--- config.mk ---
export PLATFORM = sky130hd
export DESIGN_NAME = bulls_cows_match_flat
export DESIGN_NICKNAME = d
export VERILOG_FILES = /design/src/rtl/bulls_cows_match_if.sv /design/src/rtl/bulls_cows_match.sv /design/src/flat_wrapper.sv
export SDC_FILE = /design/constraint.sdc
export NUM_CORES = 1
export LEC_CHECK = 0
export CELL_PAD_IN_SITES_DETAIL_PLACEMENT = 1
export CELL_PAD_IN_SITES_GLOBAL_PLACEMENT = 1
export CORE_MARGIN = 2
export CORE_UTILIZATION = 46
export DETAILED_ROUTE_END_ITERATION = 10
export MAX_ROUTING_LAYER = met4
export PLACE_DENSITY_LB_ADDON = 0.08
export RECOVER_POWER = 25
export SYNTH_ARGS = -nofsm -noshare
export SYNTH_HDL_FRONTEND = slang
export SYNTH_SLANG_ARGS = --single-unit
--- constraint.sdc ---
create_clock -name clock -period 11.05 [get_ports clock]
set_input_delay 2.21 -clock clock [delete_from_list [all_inputs] [get_ports clock]]
set_output_delay 2.21 -clock clock [all_outputs]
set_load 0.02 [all_outputs]
--- src/rtl/bulls_cows_match_if.sv ---
// Switch/button front end and display-side signals of the Bulls & Cows match controller.
interface bulls_cows_match_if #(
   parameter int unsigned DIGITS       = 4,
   parameter int unsigned DIGIT_W      = 4,
   parameter int unsigned SCORE_TO_WIN = 3
);
   localparam int unsigned CW = $clog2(DIGITS + 1);
   localparam int unsigned SW = $clog2(SCORE_TO_WIN + 1);

   logic [DIGITS*DIGIT_W-1:0] guess;
   logic                      confirm;
   logic [2:0]                state;
   logic [CW-1:0]             bulls;
   logic [CW-1:0]             cows;
   logic [SW-1:0]             score_j1;
   logic [SW-1:0]             score_j2;
   logic                      starter;
   logic                      err;

   modport master (
      output guess, confirm,
      input  state, bulls, cows, score_j1, score_j2, starter, err
   );

   modport slave (
      input  guess, confirm,
      output state, bulls, cows, score_j1, score_j2, starter, err
   );
endinterface

--- src/rtl/bulls_cows_match.sv ---
// Two-player Bulls & Cows match controller: secret entry, validated guesses,
// bulls/cows scoring and per-player round wins until SCORE_TO_WIN is reached.
module bulls_cows_match #(
   parameter int unsigned DIGITS       = 4,
   parameter int unsigned DIGIT_W      = 4,
   parameter int unsigned BASE         = 10,
   parameter int unsigned SCORE_TO_WIN = 3
) (
   input logic               clock,
   input logic               reset,
   bulls_cows_match_if.slave bus
);
   localparam int unsigned CW = $clog2(DIGITS + 1);
   localparam int unsigned SW = $clog2(SCORE_TO_WIN + 1);
   localparam int unsigned GW = DIGITS * DIGIT_W;

   typedef enum logic [2:0] {
      SECRET_J1 = 3'd0,
      SECRET_J2 = 3'd1,
      GUESS_J1  = 3'd2,
      GUESS_J2  = 3'd3,
      RESULT_J1 = 3'd4,
      RESULT_J2 = 3'd5,
      ROUND_WIN = 3'd6,
      MATCH_END = 3'd7
   } state_t;

   state_t          state_q, state_d;
   logic            confirm_q, cpulse;
   logic [GW-1:0]   secret_j1, secret_j2, target;
   logic [CW-1:0]   bulls_q, cows_q, bulls_c, cows_c;
   logic [SW-1:0]   score_j1_q, score_j2_q;
   logic            starter_q, err_q;
   logic            code_ok, all_bulls, match_won;
   logic            ld_s1, ld_s2, ld_eval, err_we, err_d, win_j1, win_j2, new_round;

   assign cpulse = bus.confirm & ~confirm_q;

   // Button edge detector; it follows the level even in reset so a press held
   // across reset release is not taken as a new press.
   always_ff @(posedge clock) begin
      confirm_q <= bus.confirm;
   end

   // Code validity: every digit below BASE and all digits pairwise distinct.
   always_comb begin
      code_ok = 1'b1;
      for (int unsigned i = 0; i < DIGITS; i++) begin
         if (32'(bus.guess[i*DIGIT_W +: DIGIT_W]) >= BASE) code_ok = 1'b0;
         for (int unsigned j = i + 1; j < DIGITS; j++) begin
            if (bus.guess[i*DIGIT_W +: DIGIT_W] == bus.guess[j*DIGIT_W +: DIGIT_W]) code_ok = 1'b0;
         end
      end
   end

   // Bulls/cows of the current guess against the opponent's secret.
   always_comb begin
      target  = (state_q == GUESS_J1) ? secret_j2 : secret_j1;
      bulls_c = '0;
      cows_c  = '0;
      for (int unsigned i = 0; i < DIGITS; i++) begin
         for (int unsigned j = 0; j < DIGITS; j++) begin
            if (bus.guess[i*DIGIT_W +: DIGIT_W] == target[j*DIGIT_W +: DIGIT_W]) begin
               if (i == j) bulls_c = bulls_c + CW'(1);
               else        cows_c  = cows_c + CW'(1);
            end
         end
      end
   end

   assign all_bulls = (bulls_c == CW'(DIGITS));
   assign match_won = (score_j1_q == SW'(SCORE_TO_WIN)) || (score_j2_q == SW'(SCORE_TO_WIN));

   // State register.
   always_ff @(posedge clock) begin
      if (reset) state_q <= SECRET_J1;
      else       state_q <= state_d;
   end

   // Next-state logic, advancing only on a confirm press.
   always_comb begin
      state_d = state_q;
      if (cpulse) begin
         case (state_q)
            SECRET_J1: if (code_ok) state_d = SECRET_J2;
            SECRET_J2: if (code_ok) state_d = starter_q ? GUESS_J2 : GUESS_J1;
            GUESS_J1:  if (code_ok) state_d = all_bulls ? ROUND_WIN : RESULT_J1;
            GUESS_J2:  if (code_ok) state_d = all_bulls ? ROUND_WIN : RESULT_J2;
            RESULT_J1: state_d = GUESS_J2;
            RESULT_J2: state_d = GUESS_J1;
            ROUND_WIN: state_d = match_won ? MATCH_END : SECRET_J1;
            default:   state_d = state_q;
         endcase
      end
   end

   // Datapath strobes decoded from state and the confirm press.
   always_comb begin
      ld_s1     = 1'b0;
      ld_s2     = 1'b0;
      ld_eval   = 1'b0;
      err_we    = 1'b0;
      err_d     = 1'b0;
      win_j1    = 1'b0;
      win_j2    = 1'b0;
      new_round = 1'b0;
      if (cpulse) begin
         case (state_q)
            SECRET_J1: begin ld_s1 = code_ok; err_we = 1'b1; err_d = ~code_ok; end
            SECRET_J2: begin ld_s2 = code_ok; err_we = 1'b1; err_d = ~code_ok; end
            GUESS_J1: begin
               ld_eval = code_ok; err_we = 1'b1; err_d = ~code_ok;
               win_j1  = code_ok & all_bulls;
            end
            GUESS_J2: begin
               ld_eval = code_ok; err_we = 1'b1; err_d = ~code_ok;
               win_j2  = code_ok & all_bulls;
            end
            ROUND_WIN: new_round = ~match_won;
            default: ;
         endcase
      end
   end

   // Secrets, result, error flag, scores and starter.
   always_ff @(posedge clock) begin
      if (reset) begin
         secret_j1  <= '0;
         secret_j2  <= '0;
         bulls_q    <= '0;
         cows_q     <= '0;
         score_j1_q <= '0;
         score_j2_q <= '0;
         starter_q  <= 1'b0;
         err_q      <= 1'b0;
      end else begin
         if (ld_s1) secret_j1 <= bus.guess;
         if (ld_s2) secret_j2 <= bus.guess;
         if (err_we) err_q <= err_d;
         if (ld_eval) begin
            bulls_q <= bulls_c;
            cows_q  <= cows_c;
         end
         if (win_j1 && score_j1_q != SW'(SCORE_TO_WIN)) score_j1_q <= score_j1_q + SW'(1);
         if (win_j2 && score_j2_q != SW'(SCORE_TO_WIN)) score_j2_q <= score_j2_q + SW'(1);
         if (new_round) begin
            starter_q <= ~starter_q;
            bulls_q   <= '0;
            cows_q    <= '0;
            err_q     <= 1'b0;
         end
      end
   end

   assign bus.state    = state_q;
   assign bus.bulls    = bulls_q;
   assign bus.cows     = cows_q;
   assign bus.score_j1 = score_j1_q;
   assign bus.score_j2 = score_j2_q;
   assign bus.starter  = starter_q;
   assign bus.err      = err_q;
endmodule

--- src/flat_wrapper.sv ---
// flat-port wrapper written by rule: the top's interface ports become plain ports
module bulls_cows_match_flat 
#(
   parameter int unsigned DIGITS       = 4,
   parameter int unsigned DIGIT_W      = 4,
   parameter int unsigned BASE         = 10,
   parameter int unsigned SCORE_TO_WIN = 3
)
  (clock, reset, bus_guess, bus_confirm, bus_state, bus_bulls, bus_cows, bus_score_j1, bus_score_j2, bus_starter, bus_err);
  bulls_cows_match_if #(.DIGITS(DIGITS), .DIGIT_W(DIGIT_W), .SCORE_TO_WIN(SCORE_TO_WIN)) bus_i ();
  input logic clock;
  input logic reset;
  input wire logic [$bits(bus_i.guess)-1:0] bus_guess;
  input wire logic [$bits(bus_i.confirm)-1:0] bus_confirm;
  output wire logic [$bits(bus_i.state)-1:0] bus_state;
  output wire logic [$bits(bus_i.bulls)-1:0] bus_bulls;
  output wire logic [$bits(bus_i.cows)-1:0] bus_cows;
  output wire logic [$bits(bus_i.score_j1)-1:0] bus_score_j1;
  output wire logic [$bits(bus_i.score_j2)-1:0] bus_score_j2;
  output wire logic [$bits(bus_i.starter)-1:0] bus_starter;
  output wire logic [$bits(bus_i.err)-1:0] bus_err;
  assign bus_i.guess = bus_guess;
  assign bus_i.confirm = bus_confirm;
  assign bus_state = bus_i.state;
  assign bus_bulls = bus_i.bulls;
  assign bus_cows = bus_i.cows;
  assign bus_score_j1 = bus_i.score_j1;
  assign bus_score_j2 = bus_i.score_j2;
  assign bus_starter = bus_i.starter;
  assign bus_err = bus_i.err;
  bulls_cows_match #(.DIGITS(DIGITS), .DIGIT_W(DIGIT_W), .BASE(BASE), .SCORE_TO_WIN(SCORE_TO_WIN)) u_core (.clock(clock), .reset(reset), .bus(bus_i));
endmodule
# After elaboration in Yosys (flattened, before gate mapping)
# Index checks and enable logic that the tools add are counted.
# Widths: inputs -> output; s select.
# totals
ff_bits,48
input_bits,19
elab_cells,134
# op_classes
n_addsub,16
order_cmp,4
n_eq_ne,37
muxes,52
bitwise,6
n_reduce_logical,9
# op_table
operator,n
$eq 4x4->1,22
$mux 3,19
$add 3x1->3 const B,12
$mux 1,29
$pmux 3 s7,1
$ge 4x4->1 const B,4
$mux 16,1
$eq 3x3->1 const B,4
$ne 2x1->1 const B,4
$reduce_bool 7->1,1
$eq 3x2->1 const B,2
$reduce_and 6->1,1
$add 1x1->2 const B,2
$add 2x1->2 const B,2
$eq 2x2->1 const B,2
$mux 2,2
$ne 2x2->1 const B,2
$not 1->1,4
$reduce_or 2->1,2
$reduce_or 4->1,1
$eq 3x1->1 const B,1
$logic_not 3->1,1
$and 1x1->1,2
$logic_and 1x1->1,2
$logic_or 1x1->1,1

# Logic depth before layout (Yosys ltp)
# depth
depth_word,26
ltp_mapped,40
mapped_depth_nobuf,37

# Worst setup path before layout
# Ideal clock, no wire load.
# synth_path
path_type,in2reg
startpoint,in bus_guess[3]
endpoint,reg u_core.cows_q[2] (netlist: u_core.bus.cows[2])
setup_time_ns,0.086
arrival_ns,8.542
required_time_ns,10.964
slack_ns,2.423
cell_stages,38
cell_sequence,buf_1 -> or2_2 -> a221oi_1 -> nor2_1 -> a211oi_2 -> ha_1 -> inv_1 -> xnor2_4 -> inv_1 -> ha_1 -> or3_1 -> nand3_1 -> o211ai_1 -> nand3_1 -> o21ai_0 -> ha_1 -> xnor2_1 -> a221o_1 -> [... 2 more ...] -> o21ai_0 -> ha_1 -> nor2b_1 -> a21oi_1 -> o21ai_0 -> xnor2_1 -> o22ai_1 -> a31oi_1 -> ha_1 -> nand2_1 -> nand2_1 -> ha_1 -> nand2_1 -> xnor2_1 -> xnor2_1 -> xnor2_1 -> xnor2_1 -> a211oi_1
# synth_via
elab_chain_len,24
# synth_lines
item,line,text
from (decl),flat_wrapper.sv:13,input wire logic [$bits(bus_i.guess)-1:0] bus_guess;
$eq 4x4->1,bulls_cows_match.sv:63,if (bus.guess[i*DIGIT_W +: DIGIT_W] == target[j*DIGIT_W +: DIGIT_W]) begin
$mux 1,bulls_cows_match.sv:63,
$add 1x1->2,bulls_cows_match.sv:65,else cows_c = cows_c + CW'(1);
$mux 3,bulls_cows_match.sv:63,
$add 3x1->3,bulls_cows_match.sv:65,
$mux 3,bulls_cows_match.sv:63,
$add 3x1->3,bulls_cows_match.sv:65,
$mux 3,bulls_cows_match.sv:63,
[... 8 more ...],-,
$add 3x1->3,-,
$mux 3,bulls_cows_match.sv:63,
$add 3x1->3,bulls_cows_match.sv:65,
$mux 3,bulls_cows_match.sv:63,
$add 3x1->3,bulls_cows_match.sv:65,
$mux 3,bulls_cows_match.sv:63,
$add 3x1->3,bulls_cows_match.sv:65,
$mux 3,bulls_cows_match.sv:63,
to (signal assigned),bulls_cows_match.sv:142,cows_q <= cows_c;
to (decl),bulls_cows_match.sv:31,"logic [CW-1:0] bulls_q, cows_q, bulls_c, cows_c;"
# Parallel ways exist; a longest one is shown, timed or not.
# A chain may end at the register's enable or synchronous reset.

# Worst setup path in the final report
# Same ends and word-level chain as after synthesis.

==> metrics.md <==
| Metric | Value |
|---|---|
| Sw frac | 0.329 |
| CTS sink cnt | 48 |
| Largest net degree at the start of global routing | 42 |
| Avg Vias per Cell | 5.76 |
| Fin area | 5120 um2 |
| Share of layout cells above drive strength 1 | 0.0724 |
| Worst Reg-to-Reg Cells | 38 |
| Max cap viols | 0 |
| Setup Skew | about 0.0055 ns |
| Critical Path AT | just under 10 ns |
| Slowest-stage cell, CP | clkdlybuf4s50_1 |
| Routed vias | approximately 4000 |
| Latest clock arrival within the worst-skew pair | ~0.31 ns |
| # hold bufs at CTS | 0 |
| Starting Density | 0.475 |
| Post-CTS setup buffer count | 0 |
| Worst VDD drop | 0.0483 mV |
| Hpwl dp | between 10 and 15 mm |
| First-pass GRT wire length | 23.1 mm |
| I/O Pins | 34 |
| Total nets after synthesis | between 500 and 600 |
| Filler cells | around 1200 |
| Top FF cell, synth | dfxtp_1 |
| Max transition margin | 0.259 |
| CP Class | in2reg |
| Hold Crit Class | reg2reg |
| Sequential Power Share | 0.431 |
| Ys Warns | 0 |
| Nets | 600 |
| Leading cell types in the layout, fill and taps excluded | xnor2_1, nor2_1, dfxtp_1 |
| Total GRT Usage | 0.274 |
| 1st-iter DRT viols | between 200 and 250 |
| IO Port Bufs | 33 |
| Final Setup Violations | 0 |
| Syn Inst Count | about 560 |
| Number of synthesized flops with an enable pin | 0 |
| Pleak | 1.93 nW |
| Final min period | roughly 9.6 ns |
| F_max | about 100 MHz |
| RR Endpoint | u_core.bus.cows[2] |
| Transition time of the tightest slew-check pin | 1.11 ns |
| Worst hold margin | 0.505 ns |
| Site Rows | 36 |
| Area Growth Syn to Fin | 9.87% |
| Core area | about 10000 um2 |
| Antenna violations before repair | 0 |
| CTS tree | yes |
| Tot Pwr | 410 uW |
| #FFs+latches synth | 48 |
| Most common cell after layout, fill and taps aside | xnor2_1 |
| Vias in the first global route | 4225 |
| Crit path launch | bus_guess[3] |
| Startpoint Class | input pin |
| Resized cells post-CTS | 0 |
| Die Span Y | around 100 um |
| Routed length per instance | about 20 um |
| Mapped Avg Cell Area | approximately 8.4 um2 |
| Final setup TNS | 0 ns |
| Pwr dens | 80.0 nW/um2 |
| Sequential share of the synthesized area | 0.206 |
| CTS Root Cell | clkbuf_8 |
| Final setup slack of the worst path | 1.42 ns |
| Synth unique cells | between 60 and 70 |
| Synth async-reset ratio | 0 |
| TritonRoute pass-1 iters | 4 |
| CP Data Required Time | between 10 and 15 ns |
| Buffer depth of the longest clock path | 2 |
| Number of diodes | 0 |
| RD Place Congestion | 0.878 |
| Combinational power share | 0.317 |
| Final wirelength | 14.0 mm |
| Fin. max-slew vios | 0 |
| RR Startpoint | u_core.bus.state[2] |
| Grt ovf | 0 |
| Psw | approximately 140 uW |
| H-tree lvl count | 2 |
| DIE WIDTH | approximately 100 um |
| Inserted Clock Buffers | 5 |
| Critical path destination | u_core.bus.cows[2] |
| Internal power | roughly 270 uW |
| Total Die Area | ~11000 um2 |
| DRT antenna net count | 0 |
| Post-Syn Area | 4660 um2 |
| Clock Power Share | 0.252 |
| Area post-placement | about 5000 um2 |
| Hold Fails Final Rpt | 0 |
| Crit share post-route | 0.871 |
| Run status | complete, no violations |
| DRC | 0 |
| Pre-CTS WS | 1.14 ns |
| Crit. End Element | flip-flop |
| CP Max Fanout | 14 |
| CP peak stage delay | 0.71 ns |
| Worst reg2reg setup slack | ~2.4 ns |
| Unrepaired setup endpoints after global routing | false |
| Clock slew at reported path FFs | approximately 0.09 ns |
worst min path at each step:
stage	start	endpoint	slack, ns	cells past startpoint
2_1_floorplan	u_core.secret_j2[11]	u_core.secret_j2[11]	0.50	2
3_3_place_gp	u_core.bus.cows[0]	u_core.bus.cows[0]	0.47	2
3_5_place_dp	u_core.bus.bulls[2]	u_core.bus.bulls[2]	0.49	2
4_1_cts	u_core.bus.err	u_core.bus.err	0.51	2
5_1_grt	u_core.bus.err	u_core.bus.err	0.55	2
6_report	u_core.bus.err	u_core.bus.err	0.51	2
layout make-up:
class	count	area, um2	area share
clock buffers	5	68.8	0.0134
repair buffers	38	368	0.0718
inverters	32	120	0.0234
well taps	133	166	0.0325
clock inverters	2	12.5	0.00244
flip-flops and latches	48	961	0.187
multi-input cells	441	3430	0.669
cells by family after synthesis:
| group | synth area share |
|---|---|
| adders and majority gates | 0.0402 |
| AOI/OAI and AO/OA | 0.149 |
| muxes | 0.110 |
| and+or+nand+nor | 0.197 |
| buffers and inverters | 0.0609 |
| xor gates and xnor gates | 0.237 |
| DFF | 0.206 |
cells in the mapped netlist (8+ instances only):
library cell / count / area share
dfxtp_1: 48 / 0.21
nand2_1: 24 / 0.019
mux2i_1: 40 / 0.086
o21ai_0: 10 / 0.011
buf_1: 11 / 0.0089
inv_1: 32 / 0.026
clkbuf_1: 15 / 0.012
nor2_1: 76 / 0.061
nand3_1: 13 / 0.014
nor4_1: 8 / 0.011
nand2b_1: 16 / 0.021
ha_1: 15 / 0.040
a21oi_1: 19 / 0.020
xnor2_1: 77 / 0.14
xor2_1: 23 / 0.043
metrics by stage:
step / std cells / utilization
4_1_cts: 699 / 0.522
2_1_floorplan: 556 / -
3_5_place_dp: 692 / 0.514
6_report: 699 / 0.522
3_3_place_gp: 692 / 0.514
5_1_grt: 699 / 0.522
worst max-delay path, delay by kind of cell:
kind / cells / cell delay [ns]
XOR/XNOR: 8 / 1.20
AND/OR/NAND/NOR: 9 / 1.42
adder cells (fa/ha/maj): 6 / 1.69
AO/OA/AOI/OAI: 12 / 2.30
buffers and inverters: 3 / 1.03
power by group through the flow:
stage,Clock [mW],Combinational [mW],Sequential (mW)
final,0.103,0.130,0.177
after global routing,0.115,0.144,0.177
after CTS,0.108,0.131,0.177
after detailed placement,0,0.130,0.181
after global placement,0,0.126,0.180
after floorplan,0,0.0994,0.180
metal layers:
layer  vias to the layer above  share of wire  global-route usage
met5                         -              0                   -
met4                         0          0.015              0.0790
met3                        16          0.033              0.0349
met2                        68           0.49               0.456
met1                      1985           0.46               0.349
li1                       1954              -                   -
sequential cells by signal (all words and copies together) (netlist names):
register / cells
u_core.secret_j2: 16
u_core.bus.bulls: 3
u_core.secret_j1: 16
u_core.bus.starter: 1
u_core.bus.state: 3
u_core.bus.cows: 3
u_core.confirm_q: 1
u_core.bus.score_j1: 2
u_core.bus.score_j2: 2
u_core.bus.err: 1
(Power assumes the default switching activity.)
==> edit 1, RTL diff (same flow settings) <==
`DIGIT_W` is set to 4 in 3 places; all go to 3.
--- a/src/rtl/bulls_cows_match_if.sv
+++ b/src/rtl/bulls_cows_match_if.sv
@@ -1,7 +1,7 @@
 // Switch/button front end and display-side signals of the Bulls & Cows match controller.
 interface bulls_cows_match_if #(
    parameter int unsigned DIGITS       = 4,
-   parameter int unsigned DIGIT_W      = 4,
+   parameter int unsigned DIGIT_W      = 3,
    parameter int unsigned SCORE_TO_WIN = 3
 );
    localparam int unsigned CW = $clog2(DIGITS + 1);
--- a/src/rtl/bulls_cows_match.sv
+++ b/src/rtl/bulls_cows_match.sv
@@ -2,7 +2,7 @@
 // bulls/cows scoring and per-player round wins until SCORE_TO_WIN is reached.
 module bulls_cows_match #(
    parameter int unsigned DIGITS       = 4,
-   parameter int unsigned DIGIT_W      = 4,
+   parameter int unsigned DIGIT_W      = 3,
    parameter int unsigned BASE         = 10,
    parameter int unsigned SCORE_TO_WIN = 3
 ) (
--- a/src/flat_wrapper.sv
+++ b/src/flat_wrapper.sv
@@ -2,7 +2,7 @@
 module bulls_cows_match_flat 
 #(
    parameter int unsigned DIGITS       = 4,
-   parameter int unsigned DIGIT_W      = 4,
+   parameter int unsigned DIGIT_W      = 3,
    parameter int unsigned BASE         = 10,
    parameter int unsigned SCORE_TO_WIN = 3
 )
Ports: changed (resized bus_guess); port bits go from 34 to 30. No check against the original RTL was run, so the function may have changed too.
==> edit 1 against the unedited design <==
- routed wire length is 37% lower
- synthesized area shrank 22%
- sequential cell count fell by 8
- cell area down 21%
- highest routed layer unchanged
- critical path depth shrank 2
- power increased by 16%
- worst hold slack worse by 9.0 ps
- non-clock buffer count shrank 5
- synthesized cell count shrank 25%
- worst setup slack got worse by 11 ps
==> edit 1: results (changes against the unedited design) <==
outcome=finished, final reports clean (unchanged); cts repair resizes=0 (unchanged); Pleak=1.477 nW (was 1.928 nW); hold_sp=u_core.bus.bulls[0]$_SDFFE_PP0P_ (was u_core.bus.err$_SDFFE_PP0P_); Post-synth top cells=67 x xnor2_1, 52 x nor2_1, 40 x dfxtp_1, 35 x mux2i_1, 25 x nand2_1 (was 77 x xnor2_1, 76 x nor2_1, 48 x dfxtp_1, 40 x mux2i_1, 32 x inv_1); largest net degree at the start of global routing=35 (was 42); worst stage delay on the critical path=860 ps (was 710 ps); Max Buffers Root-to-Sink=2 (unchanged); Crit Path Max Fanout=15 (was 14); Reg-to-Reg End=u_core.bus.cows[2]$_SDFFE_PP0P_ (unchanged); Worst Reg2Reg Path Length in Cells=36 (was 38); biggest regs=u_core.secret_j1 x12, u_core.secret_j2 x12 (was u_core.secret_j1 x16, u_core.secret_j2 x16); GRT met3 Usage=0.02417 (was 0.03493); CP max stage cell=clkdlybuf4s50_1 (unchanged); met2 Resource Use GR=0.3647 (was 0.4556); worst reg2reg path startpoint=u_core.bus.state[1]$_SDFFE_PP0P_ (was u_core.bus.state[2]$_SDFFE_PP0P_); GPL Wtd Cong=0.7934 (was 0.8780); fin nets=461 (was 600); H-tree depth=2 (unchanged); R2R setup slack=2850 ps (was 2410 ps); register area share after synthesis=0.2196 (was 0.2060); GRT Total Usage=0.2192 (was 0.2737); clk root buf=clkbuf_8 (unchanged); yosys warns=0 (unchanged); Vias=2852 (was 4023); Hold Path Sink=u_core.bus.bulls[0]$_SDFFE_PP0P_ (was u_core.bus.err$_SDFFE_PP0P_); Mapped Nets=448 (was 590); ant diodes=0 (unchanged); grt ovf=0 (unchanged); first-pass GRT wire length=14.72 mm (was 23.13 mm); vias in the first global route=2998 (was 4225); Netlist cell types=54 (was 68); final wirelength=8.738 mm (was 13.98 mm); DR iter-0 viols=80 (was 204); Final Skew=11.62 ps (was 5.549 ps); post-DP HPWL=6.773 mm (was 10.40 mm); Worst-Skew Late Latency=310 ps (about the same); leading post-synthesis cells by cell area=dfxtp_1 22%, xnor2_1 16%, mux2i_1 9.6% (was dfxtp_1 21%, xnor2_1 14%, mux2i_1 8.6%); initial antenna violation count=0 (unchanged); DR pass1 iterations=6 (was 4); max_slew headroom=0.2359 (was 0.2594); GR Util met1=0.2894 (was 0.3491); layout cells sized above 1=0.08565 (was 0.07244); maximum vdd ir drop=0.05912 mV (was 0.04831 mV); port bufs=29 (was 33)
edit 1: cell count changes in the layout (fill, tap and decap cells not counted), sizes merged, moves of 7 or more:
cell	before	now
a21oi	19	12
nor3	5	19
dfxtp	48	40
xnor2	84	70
nor2	76	52
nand3	13	5
a221oi	7	0
inv	32	9
nor4	11	3
edit 1: worst max-delay path: cells and delay by family:
kind | cells | cell delay (ps)
compound gates | 8 | 1400
xor+xnor | 9 | 1650
fa+ha+maj | 6 | 1510
buf+inv | 1 | 860
mux | 4 | 1120
simple gates | 8 | 1040
edit 1: power breakdown:
group	total [W]	switching, W	internal [W]
Clock	0.000104	0.0000588	0.0000449
Combinational	0.000219	0.000108	0.000111
Sequential	0.000151	0.00000376	0.000148
Total	0.000474	0.000171	0.000303
edit 1: metal layers:
metal | part of all wire | wire, um
met1 | 0.49 | 4272
met2 | 0.48 | 4186
met3 | 0.020 | 172
met4 | 0.012 | 106
met5 | 0 | 0
edit 1: worst max path at each step:
| stage | from | end | slack (ps) |
|---|---|---|---|
| finish | bus_guess[2] | u_core.bus.cows[2]$_SDFFE_PP0P_ | 1410 |
| global route | bus_guess[2] | u_core.bus.cows[2]$_SDFFE_PP0P_ | 740 |
| CTS | bus_guess[2] | u_core.bus.cows[2]$_SDFFE_PP0P_ | 1410 |
| detailed placement | bus_guess[2] | u_core.bus.cows[2]$_SDFFE_PP0P_ | 1090 |
| global placement | bus_guess[2] | u_core.bus.cows[2]$_SDFFE_PP0P_ | 1340 |
| floorplan | bus_guess[0] | u_core.bus.cows[2]$_SDFFE_PP0P_ | 2420 |
edit 1: metrics by stage:
step	hold slack, ps	instances	worst slack (ps)	cell area (sq um)	util
4_1_cts	506.2	534	1409	4053	0.5272
3_5_place_dp	488.2	526	1095	3963	0.5155
3_3_place_gp	473.1	526	1342	3963	0.5155
5_1_grt	526.9	534	735.4	4053	0.5272
6_report	496.1	534	1414	4053	0.5272
2_1_floorplan	459.6	418	2421	3646	-
edit 1: cell type report:
class | count | area [sq um]
multi-input combinational | 343 | 2684
clock inverter | 3 | 21.27
clock buffer | 5 | 68.82
inverter | 8 | 30.03
timing repair buffer | 33 | 320.3
fill | 930 | 3635
tap | 102 | 127.6
sequential | 40 | 800.8
edit 1: cell families (layout without fill, tap and decap cells):
family                   count (synthesis)  after routing  share of synthesized area
flip-flops                              40             40                     0.2196
buffers and inverters                   35             49                    0.04701
AO/OA/AOI/OAI                           41             41                    0.07138
adder cells (fa/ha/maj)                 15             15                    0.05148
XOR/XNOR                                97             97                     0.2636
multiplexers                            47             47                     0.1452
AND/OR/NAND/NOR                        143            143                     0.2018
==> edit 2, RTL diff (same flow settings) <==
Made on the original files. Reset style: asynchronous (`reset`), changed in 2 clocked blocks.
--- a/src/rtl/bulls_cows_match.sv
+++ b/src/rtl/bulls_cows_match.sv
@@ -72,7 +72,7 @@
    assign match_won = (score_j1_q == SW'(SCORE_TO_WIN)) || (score_j2_q == SW'(SCORE_TO_WIN));
 
    // State register.
-   always_ff @(posedge clock) begin
+   always_ff @(posedge clock or posedge reset) begin
       if (reset) state_q <= SECRET_J1;
       else       state_q <= state_d;
    end
@@ -123,7 +123,7 @@
    end
 
    // Secrets, result, error flag, scores and starter.
-   always_ff @(posedge clock) begin
+   always_ff @(posedge clock or posedge reset) begin
       if (reset) begin
          secret_j1  <= '0;
          secret_j2  <= '0;
Check against the original RTL: differs if reset is asserted again (counterexample within 4 cycles, from zero or initial values and one cycle with reset high); with reset held inactive, the same outputs for 10 cycles.
==> edit 2 against the unedited design <==
- the flow now finishes with violations (max-capacitance violations, max-slew violations)
- worst setup slack improved by 350 ps
- final cell count decreased by 12%
- routed wire length decreased by 10%
- synthesized area decreased by 6.6%
- cell area decreased by 5.9%
- sequential cell count unchanged
- synthesized cell count decreased by 12%
- critical endpoint is now u_core.bus.cows[2]$_DFFE_PP0P_
- largest cell class unchanged
Power is left out: it rests on default switching activity, and per cell area and clock period it moved more than threefold.
==> edit 2: results (changes against the unedited design) <==
crit path DAT=9500 ps (was 9850 ps); fin nets=542 (was 600); Post-Syn Instances=491 (was 556); dpl cell area=4727 sq um (was 5044 sq um); worst reg2reg path startpoint=u_core.bus.state[1]$_DFFE_PP0P_ (was u_core.bus.state[2]$_SDFFE_PP0P_); Final Skew=14.63 ps (was 5.549 ps); outcome=finished, violations left (was finished, final reports clean); first-pass GRT wire length=20.60 mm (was 23.13 mm); vias in the first global route=3799 (was 4225); failing checks=max-capacitance violations, max-slew violations; max_cap viols=1 (was 0); DR pass1 iterations=5 (was 4); Post-synth top cells=75 x xnor2_1, 47 x dfrtp_1, 41 x nand2_1, 30 x o21ai_0, 28 x inv_1 (was 77 x xnor2_1, 76 x nor2_1, 48 x dfxtp_1, 40 x mux2i_1, 32 x inv_1); GPL Wtd Cong=0.8829 (was 0.8780); pre-CTS WS=1489 ps (was 1137 ps); Slew Viols, Final=48 (was 0); DR iter-0 viols=238 (was 204); Worst Reg2Reg Path Length in Cells=31 (was 38); Hold Slack=486.5 ps (was 505.2 ps); worst stage delay on the critical path=780 ps (was 710 ps); via density per instance=6.058 (was 5.755); asr flop ratio synth=0.9792 (was 0); max_slew headroom=-0.2177 (was 0.2594); dominant synthesized flop cell=dfrtp_1 (was dfxtp_1); hold_sp=u_core.secret_j1[7]$_DFFE_PP0P_ (was u_core.bus.err$_SDFFE_PP0P_); Hold Path Sink=u_core.secret_j1[7]$_DFFE_PP0P_ (was u_core.bus.err$_SDFFE_PP0P_); Metal-1 WL=5.866 mm (was 6.425 mm); final wirelength=12.56 mm (was 13.98 mm); DR WL/cell=20.32 um (was 20.00 um)
==> edit 2: cell count changes after synthesis, moves of 10 or more <==
cell,unedited run,this run
nand2_1,24,41
o21ai_0,10,30
nor2_1,76,27
mux2_2,0,20
a22oi_1,1,11
dfrtp_1,0,47
mux2i_1,40,11
dfxtp_1,48,1
==> edit 2: cell families after synthesis <==
logic type,after synthesis,share of synthesized area
flops,48,0.2746
xor+xnor,96,0.2082
simple gates,135,0.1562
mux,35,0.09363
compound gates,102,0.1626
fa+ha+maj,17,0.04882
buf+inv,58,0.05600
==> edit 2: layout make-up <==
cell class,count,area (sq um),share of cell area
inverters,29,108.9,0.02258
repair buffers,37,360.3,0.07475
flip-flops and latches,48,1196,0.2481
well taps,111,138.9,0.02881
clock inverters,1,7.507,0.001557
multi-input cells,385,2923,0.6063
clock buffers,7,86.33,0.01791
==> edit 2: metal layers <==
| metal | global-route usage | up-vias |
|---|---|---|
| li1 | - | 1746 |
| met1 | 0.3650 | 1880 |
| met2 | 0.4345 | 104 |
| met3 | 0.02346 | 14 |
| met4 | 0.05821 | 0 |
| met5 | - | - |
==> edit 2: worst max path at each step <==
stage	cells past startpoint	end	from	slack, ps
after global routing	30	u_core.bus.cows[2]$_DFFE_PP0P_	bus_guess[1]	1180
after global placement	30	u_core.bus.cows[2]$_DFFE_PP0P_	bus_guess[3]	1840
after floorplan	29	u_core.bus.cows[2]$_DFFE_PP0P_	bus_guess[0]	2750
after CTS	30	u_core.bus.cows[2]$_DFFE_PP0P_	bus_guess[1]	1800
final	30	u_core.bus.cows[2]$_DFFE_PP0P_	bus_guess[1]	1780
after detailed placement	30	u_core.bus.cows[2]$_DFFE_PP0P_	bus_guess[1]	1490
